`config.mk`:
```
export PLATFORM = sky130hd
export DESIGN_NAME = psum_acc_relu
export DESIGN_NICKNAME = d
export VERILOG_FILES = /design/src/rtl/psum_acc_relu_pkg.sv /design/src/rtl/psum_acc_relu_sat_add.sv /design/src/rtl/psum_acc_relu.sv
export SDC_FILE = /design/constraint.sdc
export NUM_CORES = 1
export LEC_CHECK = 0
export ABC_AREA = 1
export CAP_MARGIN = 20
export CORE_ASPECT_RATIO = 0.7
export CORE_MARGIN = 2
export CORE_UTILIZATION = 40
export CTS_CLUSTER_SIZE = 40
export DETAILED_ROUTE_END_ITERATION = 7
export MAX_ROUTING_LAYER = met4
export SLEW_MARGIN = 20
export SYNTH_ARGS = -nofsm -noshare
export SYNTH_HDL_FRONTEND = slang
export SYNTH_HIERARCHICAL = 1
export SYNTH_SLANG_ARGS = --single-unit
```
`constraint.sdc`:
```
create_clock -name clk -period 3.37 [get_ports clk]
set_input_delay 0.674 -clock clk [delete_from_list [all_inputs] [get_ports clk]]
set_output_delay 0.674 -clock clk [all_outputs]
set_load 0.02 [all_outputs]
```
`src/rtl/psum_acc_relu_pkg.sv`:
```
// Shared types and saturation bounds for the partial-sum accumulator.
// The bounds are functions of the accumulator width so every instance width can use them.
package psum_acc_relu_pkg;

    typedef enum logic {
        IDLE = 1'b0,
        ACC  = 1'b1
    } state_e;

    function automatic longint acc_max(input int bw);
        return (longint'(1) <<< (bw - 1)) - longint'(1);
    endfunction

    function automatic longint acc_min(input int bw);
        return -(longint'(1) <<< (bw - 1));
    endfunction

endpackage

```
`src/rtl/psum_acc_relu_sat_add.sv`:
```
// Combinational signed add of two W-bit operands with clamping to the W-bit range.
// ovf_o flags that the true sum did not fit and a clamp was applied.
module sat_add
    import psum_acc_relu_pkg::*;
#(
    parameter int W = 20
) (
    input  logic signed [W-1:0] a_i,
    input  logic signed [W-1:0] b_i,
    output logic signed [W-1:0] sum_o,
    output logic                ovf_o
);

    localparam logic signed [W:0] MAX_X = (W+1)'(acc_max(W));
    localparam logic signed [W:0] MIN_X = (W+1)'(acc_min(W));

    logic signed [W:0] raw;

    // One guard bit is enough: the sum of two W-bit values always fits in W+1 bits.
    assign raw = {a_i[W-1], a_i} + {b_i[W-1], b_i};

    always_comb begin
        sum_o = raw[W-1:0];
        ovf_o = 1'b0;
        if (raw > MAX_X) begin
            sum_o = MAX_X[W-1:0];
            ovf_o = 1'b1;
        end else if (raw < MIN_X) begin
            sum_o = MIN_X[W-1:0];
            ovf_o = 1'b1;
        end
    end

endmodule

```
`src/rtl/psum_acc_relu.sv`:
```
// Accumulates groups of signed partial sums, then saturates, optionally applies ReLU,
// and holds the group result in a one-deep valid/ready output register.
module psum_acc_relu
    import psum_acc_relu_pkg::*;
#(
    parameter int psum_bw = 16,
    parameter int acc_bw  = 20,
    parameter int cnt_bw  = 4
) (
    input  logic                       clk,
    input  logic                       reset,
    input  logic                       in_valid,
    output logic                       in_ready,
    input  logic signed [psum_bw-1:0]  in_psum,
    input  logic        [cnt_bw-1:0]   len,
    input  logic                       relu_en,
    output logic                       out_valid,
    input  logic                       out_ready,
    output logic signed [acc_bw-1:0]   out_data,
    output logic                       out_sat,
    output logic                       busy
);

    state_e                    state_q, state_d;
    logic signed [acc_bw-1:0]  acc_q, acc_d;
    logic        [cnt_bw-1:0]  count_q, count_d;
    logic                      sat_q, sat_d;
    logic        [cnt_bw-1:0]  len_q, len_d;
    logic                      relu_q, relu_d;
    logic                      out_valid_q, out_valid_d;
    logic signed [acc_bw-1:0]  out_data_q, out_data_d;
    logic                      out_sat_q, out_sat_d;

    logic                      in_xfer;
    logic                      out_xfer;
    logic signed [acc_bw-1:0]  psum_ext;
    logic signed [acc_bw-1:0]  acc_op;
    logic signed [acc_bw-1:0]  sum;
    logic                      ovf;
    logic        [cnt_bw-1:0]  eff_len;
    logic        [cnt_bw-1:0]  count_inc;
    logic                      relu_sel;
    logic                      last;
    logic signed [acc_bw-1:0]  result;

    // A stalled result blocks every input, since the output register is the only buffer.
    assign in_ready  = !(out_valid_q && !out_ready);
    assign in_xfer   = in_valid && in_ready;
    assign out_xfer  = out_valid_q && out_ready;

    assign psum_ext  = acc_bw'(in_psum);
    assign acc_op    = (state_q == IDLE) ? '0 : acc_q;

    sat_add #(.W(acc_bw)) u_sat_add (
        .a_i   (acc_op),
        .b_i   (psum_ext),
        .sum_o (sum),
        .ovf_o (ovf)
    );

    // In IDLE the group parameters come straight from the inputs; count_q is 0 there,
    // so count_inc == eff_len covers both the single-psum and multi-psum finish.
    assign eff_len   = (state_q == IDLE) ? ((len == '0) ? cnt_bw'(1) : len) : len_q;
    assign relu_sel  = (state_q == IDLE) ? relu_en : relu_q;
    assign count_inc = count_q + cnt_bw'(1);
    assign last      = (count_inc == eff_len);
    assign result    = (relu_sel && sum[acc_bw-1]) ? '0 : sum;

    always_comb begin
        state_d     = state_q;
        acc_d       = acc_q;
        count_d     = count_q;
        sat_d       = sat_q;
        len_d       = len_q;
        relu_d      = relu_q;
        out_valid_d = out_valid_q;
        out_data_d  = out_data_q;
        out_sat_d   = out_sat_q;

        if (out_xfer) begin
            out_valid_d = 1'b0;
        end

        if (in_xfer) begin
            if (state_q == IDLE) begin
                len_d  = eff_len;
                relu_d = relu_en;
            end
            if (last) begin
                out_valid_d = 1'b1;
                out_data_d  = result;
                out_sat_d   = sat_q | ovf;
                acc_d       = '0;
                count_d     = '0;
                sat_d       = 1'b0;
                state_d     = IDLE;
            end else begin
                acc_d       = sum;
                count_d     = count_inc;
                sat_d       = sat_q | ovf;
                state_d     = ACC;
            end
        end
    end

    always_ff @(posedge clk or negedge reset) begin
        if (!reset) begin
            state_q     <= IDLE;
            acc_q       <= '0;
            count_q     <= '0;
            sat_q       <= 1'b0;
            len_q       <= '0;
            relu_q      <= 1'b0;
            out_valid_q <= 1'b0;
            out_data_q  <= '0;
            out_sat_q   <= 1'b0;
        end else begin
            state_q     <= state_d;
            acc_q       <= acc_d;
            count_q     <= count_d;
            sat_q       <= sat_d;
            len_q       <= len_d;
            relu_q      <= relu_d;
            out_valid_q <= out_valid_d;
            out_data_q  <= out_data_d;
            out_sat_q   <= out_sat_d;
        end
    end

    assign out_valid = out_valid_q;
    assign out_data  = out_data_q;
    assign out_sat   = out_sat_q;
    assign busy      = (state_q == ACC);

endmodule

```
==> results of run 1 <==
[cell type report]
type	count	area, um^2
Multi-Input combinational cell	495	2620
Clock buffer	8	136
Sequential cell	53	1330
Tap cell	153	191
Inverter	97	367
Timing Repair Buffer	62	593
Fill cell	1162	5740
[final timing paths]
check	startpoint	endpoint	depth (start not counted)
worst max-delay path	in_psum[0]	out_data[4]$_DFFE_PN0P_	18
min in group clk	out_data[15]$_DFFE_PN0P_	out_data[15]$_DFFE_PN0P_	2
worst min-delay path	reset	out_data[19]$_DFFE_PN0P_	1
max in group asynchronous	reset	busy$_DFFE_PN0P_	2
worst max register to register	busy$_DFFE_PN0P_	out_data[4]$_DFFE_PN0P_	16
worst min register to register	out_data[15]$_DFFE_PN0P_	out_data[15]$_DFFE_PN0P_	2
[routing by layer]
layer  vias up  GRT usage  part of all wire
met1      1968      0.340              0.53
li1       2160          -                 -
met4         0     0.0381            0.0093
met3        10     0.0300             0.066
met2       141      0.299              0.40
met5         -          -                 0
[where the power goes]
part | internal (mW) | leakage, nW | total (mW) | switching, mW
Combinational | 1.52 | 2.27 | 4.20 | 2.68
Sequential | 0.932 | 0.667 | 1.13 | 0.197
Clock | 0.278 | 0.0652 | 0.515 | 0.237
Total | 2.73 | 3.00 | 5.84 | 3.11
[cell usage after synthesis (7+ instances only)]
cell,number
nor2_1,44
xor2_1,11
nand3_1,22
a21oi_1,19
ha_1,21
inv_2,13
inv_1,83
buf_2,10
nand2_1,273
nand4_1,26
buf_6,7
nand2_2,20
nand3_2,23
dfrtp_1,53
[sequential cells by signal, summed over array words and instances (netlist names)]
| register | count |
|---|---|
| relu_q | 1 |
| out_data | 20 |
| out_sat | 1 |
| count_q | 4 |
| len_q | 4 |
| sat_q | 1 |
| acc_q | 20 |
| busy | 1 |
| out_valid | 1 |
[worst register-to-register path, stage by stage, from the launching register on]
cell and delay (ns):
dfrtp_2 0.52, buf_4 0.23, nand2_1 0.08, inv_1 0.05, ha_1 0.35, a21oi_1 0.27, nand2_1 0.13, a21oi_2 0.21
nand4_2 0.15, nand2_4 0.11, nand2_1 0.10, buf_4 0.19, nand2_1 0.11, inv_1 0.06, nor2_1 0.10, nand4_1 0.12
nand2_1 0.10
[cells by family (layout without fill, tap and decap cells)]
kind of cell / after synthesis / after routing / share of synthesized area
XOR/XNOR: 14 / 14 / 0.0273
multiplexers: 1 / 1 / 0.00251
AND/OR/NAND/NOR: 429 / 429 / 0.453
buffers and inverters: 121 / 167 / 0.121
AO/OA/AOI/OAI: 29 / 29 / 0.0377
flip-flops: 53 / 53 / 0.296
adder cells (fa/ha/maj): 22 / 22 / 0.0630
[repair_timing]
item,4_1_cts,5_1_grt
gates resized for setup,0,1
hold buffers,0,0
hold endpoints to repair,0,0
setup endpoints to repair,0,1
==> flow_summary.json, run 1 <==
{
  "pre_cts_ws_ns": 0.0382,
  "netlist.top_cell.by_area": "dfrtp_1",
  "port_buffers": 48,
  "crit_chain": "clkdlybuf4s50_1 -> ha_1 -> inv_1 -> fa_1 -> inv_1 -> nand3_1 -> nand3_1 -> nand3_2 -> nand3_2 -> nand2_2 -> nand2_4 -> nand2_1 -> buf_4 -> nand2_1 -> inv_1 -> nor2_1 -> nand4_1 -> nand2_1",
  "num_vias": 4279,
  "grt_usage": 0.218,
  "fin_crit_ns": 3.04,
  "fin_skew_ns": 0.00510,
  "netlist_top_cells_area": "dfrtp_1 30%, nand2_1 23%, inv_1 6.9%",
  "ys_warn_count": 6,
  "synthesis.area_um2": 4490,
  "crit_family": "simple AND/OR/NAND/NOR gates",
  "powerDensity_nw_per_um2": 1120,
  "critPathRequiredTime_ns": 3.60,
  "place_area_um2": 5100,
  "synth_seq_area_share": 0.296,
  "syn_nets": 716,
  "p_leak_nw": 3.00,
  "finalMaxSlewViolations": 0,
  "finalSetupViolCount": 0,
  "dp_cells": 860,
  "io_pins": 49,
  "final_cell_mix": "273 x nand2_1, 82 x inv_1, 52 x dfrtp_1, 47 x clkdlybuf4s50_1, 44 x nor2_1",
  "finalCritPeriodShare": 0.902,
  "grt_pass1_vias": 3977,
  "tns_ns": 0,
  "start_util": 0.409,
  "design_area_um2": 5230,
  "die_area_um2": 12100,
  "clk_latency_ns": 0.30,
  "final_common_cell": "nand2_1",
  "ctsLongestPathBuffers": 2,
  "nets": 761,
  "clkTransAtPathRegs_ns": 0.07,
  "rows": 32,
  "die_x_um": 131,
  "worst_pin_slew_ns": 0.623,
  "place_congestion": 0.899,
  "max_slew_margin": 0.584,
  "ir_drop_v": 0.000436,
  "synth_edf_count": 0,
  "netlist_instances": 669,
  "num_antenna_cells": 0,
  "fmax_ghz": 0.329,
  "crit_buf_inv": 5,
  "worstHoldPathType": "input pin to async pin",
  "rsz0062_at_grt": "false",
  "worstSetupPathType": "input pin to flop",
  "holdWs_ns": 0.387,
  "postRouteAntennaNets": 0,
  "clock_sinks": 53,
  "status": "complete, no violations",
  "wl_mm": 12.1,
  "cts-htree-levels": 2,
  "yosys.area.top_type_share": 0.296,
  "drc": 0,
  "crit_path_end_kind": "flop",
  "syn_area_per_cell_um2": 6.70,
  "grt_max_degree": 30,
  "synth-async-reset-ratio": 1.00,
  "cp_max_fo": 12,
  "max-cap-violations": 0,
  "rrSetupSlack_ns": 0.41,
  "die_y_um": 92.6,
  "power_mw": 5.84,
  "ys_types": 39,
  "core_area_um2": 11000,
  "cts-root-buf": "clkbuf_16",
  "vias_per_cell": 4.93,
  "arrival_ns": 3.27,
  "drtIter0Drc": 372,
  "crit_slowest_cell": "clkdlybuf4s50_1",
  "antenna_found_initial": 0,
  "utilization": 0.477,
  "cp-start-kind": "input pin",
  "ys_seq_elements": 53,
  "areaGrowthSynthToFinish_pct": 16.7,
  "synthFlopType": "dfrtp_1",
  "setup_ws_ns": 0.329,
  "drive_gt1_frac": 0.137,
  "wl_per_cell_um": 13.9,
  "drtPass1Iterations": 5,
  "critical_path.max_stage_delay_ns": 0.46,
  "cts_setup_buffers": 0,
  "grt_pass1_wl_mm": 19.9,
  "cts_tree": "built",
  "instances_no_fill": 868,
  "cts_buffers": 5,
  "grt_overflow": 0,
  "dp_hpwl_mm": 9.37,
  "hold_violations": 0
}
Power figures use the tool's default switching activity.
==> run 2, diff against run 1 <==
Settings changed: CORE_UTILIZATION 40 to 43.
Clock period 3.37 ns to 3.8 ns, I/O delays scaled along.
==> flow_summary.json, run 2 (synthesis gave the netlist of run 1 again) <==
{
  "status": "complete, no violations",
  "r2r-start": "busy$_DFFE_PN0P_",
  "clock_sinks": 53,
  "finalMaxSlewViolations": 0,
  "clk_latency_ns": 0.30,
  "r2r-end": "out_data[6]$_DFFE_PN0P_",
  "cts-root-buf": "clkbuf_16",
  "final_common_cell": "nand2_1",
  "cts_setup_buffers": 0,
  "cp_max_fo": 8,
  "cp-start-kind": "input pin",
  "hold_violations": 0,
  "cts_buffers": 5,
  "nets": 755,
  "cts-resized-gates": 0,
  "grt_max_degree": 33,
  "clkTransAtPathRegs_ns": 0.07,
  "tns_ns": 0,
  "drtIter0Drc": 330,
  "postRouteAntennaNets": 0,
  "cts_tree": "built",
  "fin_skew_ns": 0.00844,
  "fin_crit_ns": 3.19,
  "wl_met1_mm": 6.60,
  "crit_path_end_kind": "flop",
  "max_slew_margin": 0.445,
  "drc": 0,
  "cts-htree-levels": 2,
  "critPathRequiredTime_ns": 4.03,
  "wl_per_cell_um": 13.9,
  "crit_slowest_cell": "clkdlybuf4s50_1",
  "core_area_um2": 10200,
  "grt_usage": 0.218,
  "finalCritPeriodShare": 0.838,
  "ctsLongestPathBuffers": 2,
  "reg2regPathDepth": 18,
  "met3_length_um": 447,
  "final_cell_mix": "273 x nand2_1, 82 x inv_1, 53 x dfrtp_1, 47 x clkdlybuf4s50_1, 44 x nor2_1",
  "worstHoldPathType": "input pin to async pin",
  "worstSetupPathType": "input pin to flop",
  "crit_chain": "clkdlybuf4s50_1 -> ha_1 -> inv_1 -> fa_1 -> inv_1 -> nand3_1 -> nand3_1 -> nand3_2 -> nand3_2 -> nand2_2 -> nand2_4 -> nand2_1 -> buf_4 -> nand2_1 -> inv_1 -> nor2_1 -> nand4_1 -> nand2_1",
  "port_buffers": 48,
  "grt_overflow": 0,
  "rrSetupSlack_ns": 0.65,
  "rsz0062_at_grt": "false",
  "areaGrowthSynthToFinish_pct": 16.0,
  "grt_pass1_wl_mm": 18.8,
  "start_util": 0.438,
  "dp_hpwl_mm": 9.06,
  "die_x_um": 126,
  "die_area_um2": 11300,
  "finalSetupViolCount": 0,
  "critical_path.max_stage_delay_ns": 0.46,
  "p_leak_nw": 3.00,
  "pre_cts_ws_ns": 0.357,
  "highest_layer": "met4",
  "io_pins": 49,
  "setup_ws_ns": 0.614,
  "crit_family": "simple AND/OR/NAND/NOR gates",
  "drtPass1Iterations": 5,
  "fmax_ghz": 0.314,
  "vias_per_cell": 4.97,
  "worst_pin_slew_ns": 0.832,
  "ir_drop_v": 0.000378,
  "num_vias": 4182,
  "num_antenna_cells": 0,
  "powerDensity_nw_per_um2": 1000,
  "wl_mm": 11.7,
  "place_congestion": 0.878,
  "arrival_ns": 3.41,
  "grt_pass1_vias": 3705,
  "antenna_found_initial": 0,
  "die_y_um": 89.5,
  "cts_hold_buffers": 0,
  "crit_buf_inv": 5,
  "drive_gt1_frac": 0.133,
  "max-cap-violations": 0,
  "wl_met2_mm": 4.59,
  "rows": 31
}
[run 2: worst reg2reg max path, cell delays in order, from the launching register on]
cell	delay (ns)
dfrtp_1	0.59
buf_4	0.34
nand2_1	0.08
inv_1	0.08
ha_1	0.29
nand2_2	0.14
inv_1	0.05
a21oi_1	0.24
nand2_1	0.11
nand2_1	0.11
nand4_2	0.12
nand2_4	0.12
nand2_1	0.12
buf_4	0.19
nand2_1	0.10
inv_1	0.05
nor2_1	0.11
nand4_1	0.11
nand2_1	0.13
[run 2: power by group]
part / internal, mW / switching [mW]
clock: 0.377 / 0.211
sequential: 0.826 / 0.176
combinational: 1.27 / 2.35
[run 2: cell type report]
| type | count | area (um^2) |
|---|---|---|
| flip-flops and latches | 53 | 1330 |
| clock buffers | 5 | 125 |
| well taps | 132 | 165 |
| multi-input cells | 495 | 2620 |
| clock inverters | 3 | 65.1 |
| fillers | 1040 | 5040 |
| inverters | 97 | 367 |
| repair buffers | 56 | 536 |
[run 2: per-layer routing]
metal | GRT usage | up-vias
met5 | - | -
met4 | 0.0260 | 0
met3 | 0.0335 | 7
met2 | 0.301 | 101
met1 | 0.341 | 1924
li1 | - | 2150
[run 2: how the worst max path moves through the flow]
| stage | cells past startpoint | endpoint | from | slack, ns |
|---|---|---|---|---|
| final | 18 | out_data[6]$_DFFE_PN0P_ | in_psum[0] | 0.61 |
| after global routing | 18 | out_data[7]$_DFFE_PN0P_ | busy$_DFFE_PN0P_ | 0.23 |
| after CTS | 18 | out_data[6]$_DFFE_PN0P_ | in_psum[0] | 0.65 |
| after detailed placement | 18 | out_data[6]$_DFFE_PN0P_ | in_psum[0] | 0.36 |
| after global placement | 18 | out_data[7]$_DFFE_PN0P_ | in_psum[0] | 0.42 |
| after floorplan | 20 | out_data[10]$_DFFE_PN0P_ | busy$_DFFE_PN0P_ | 0.71 |
[run 2: through the flow]
stage                     area [um^2]  total power [mW]  cells  hold WS (ns)   util
final                            5200              5.21    841         0.441  0.508
after global routing             5200              5.75    841         0.476  0.508
after CTS                        5200              5.21    841         0.456  0.508
after detailed placement         5010              4.60    833         0.462  0.489
after global placement           5010              4.57    833         0.457  0.489
after floorplan                  4490              3.80    669         0.449      -
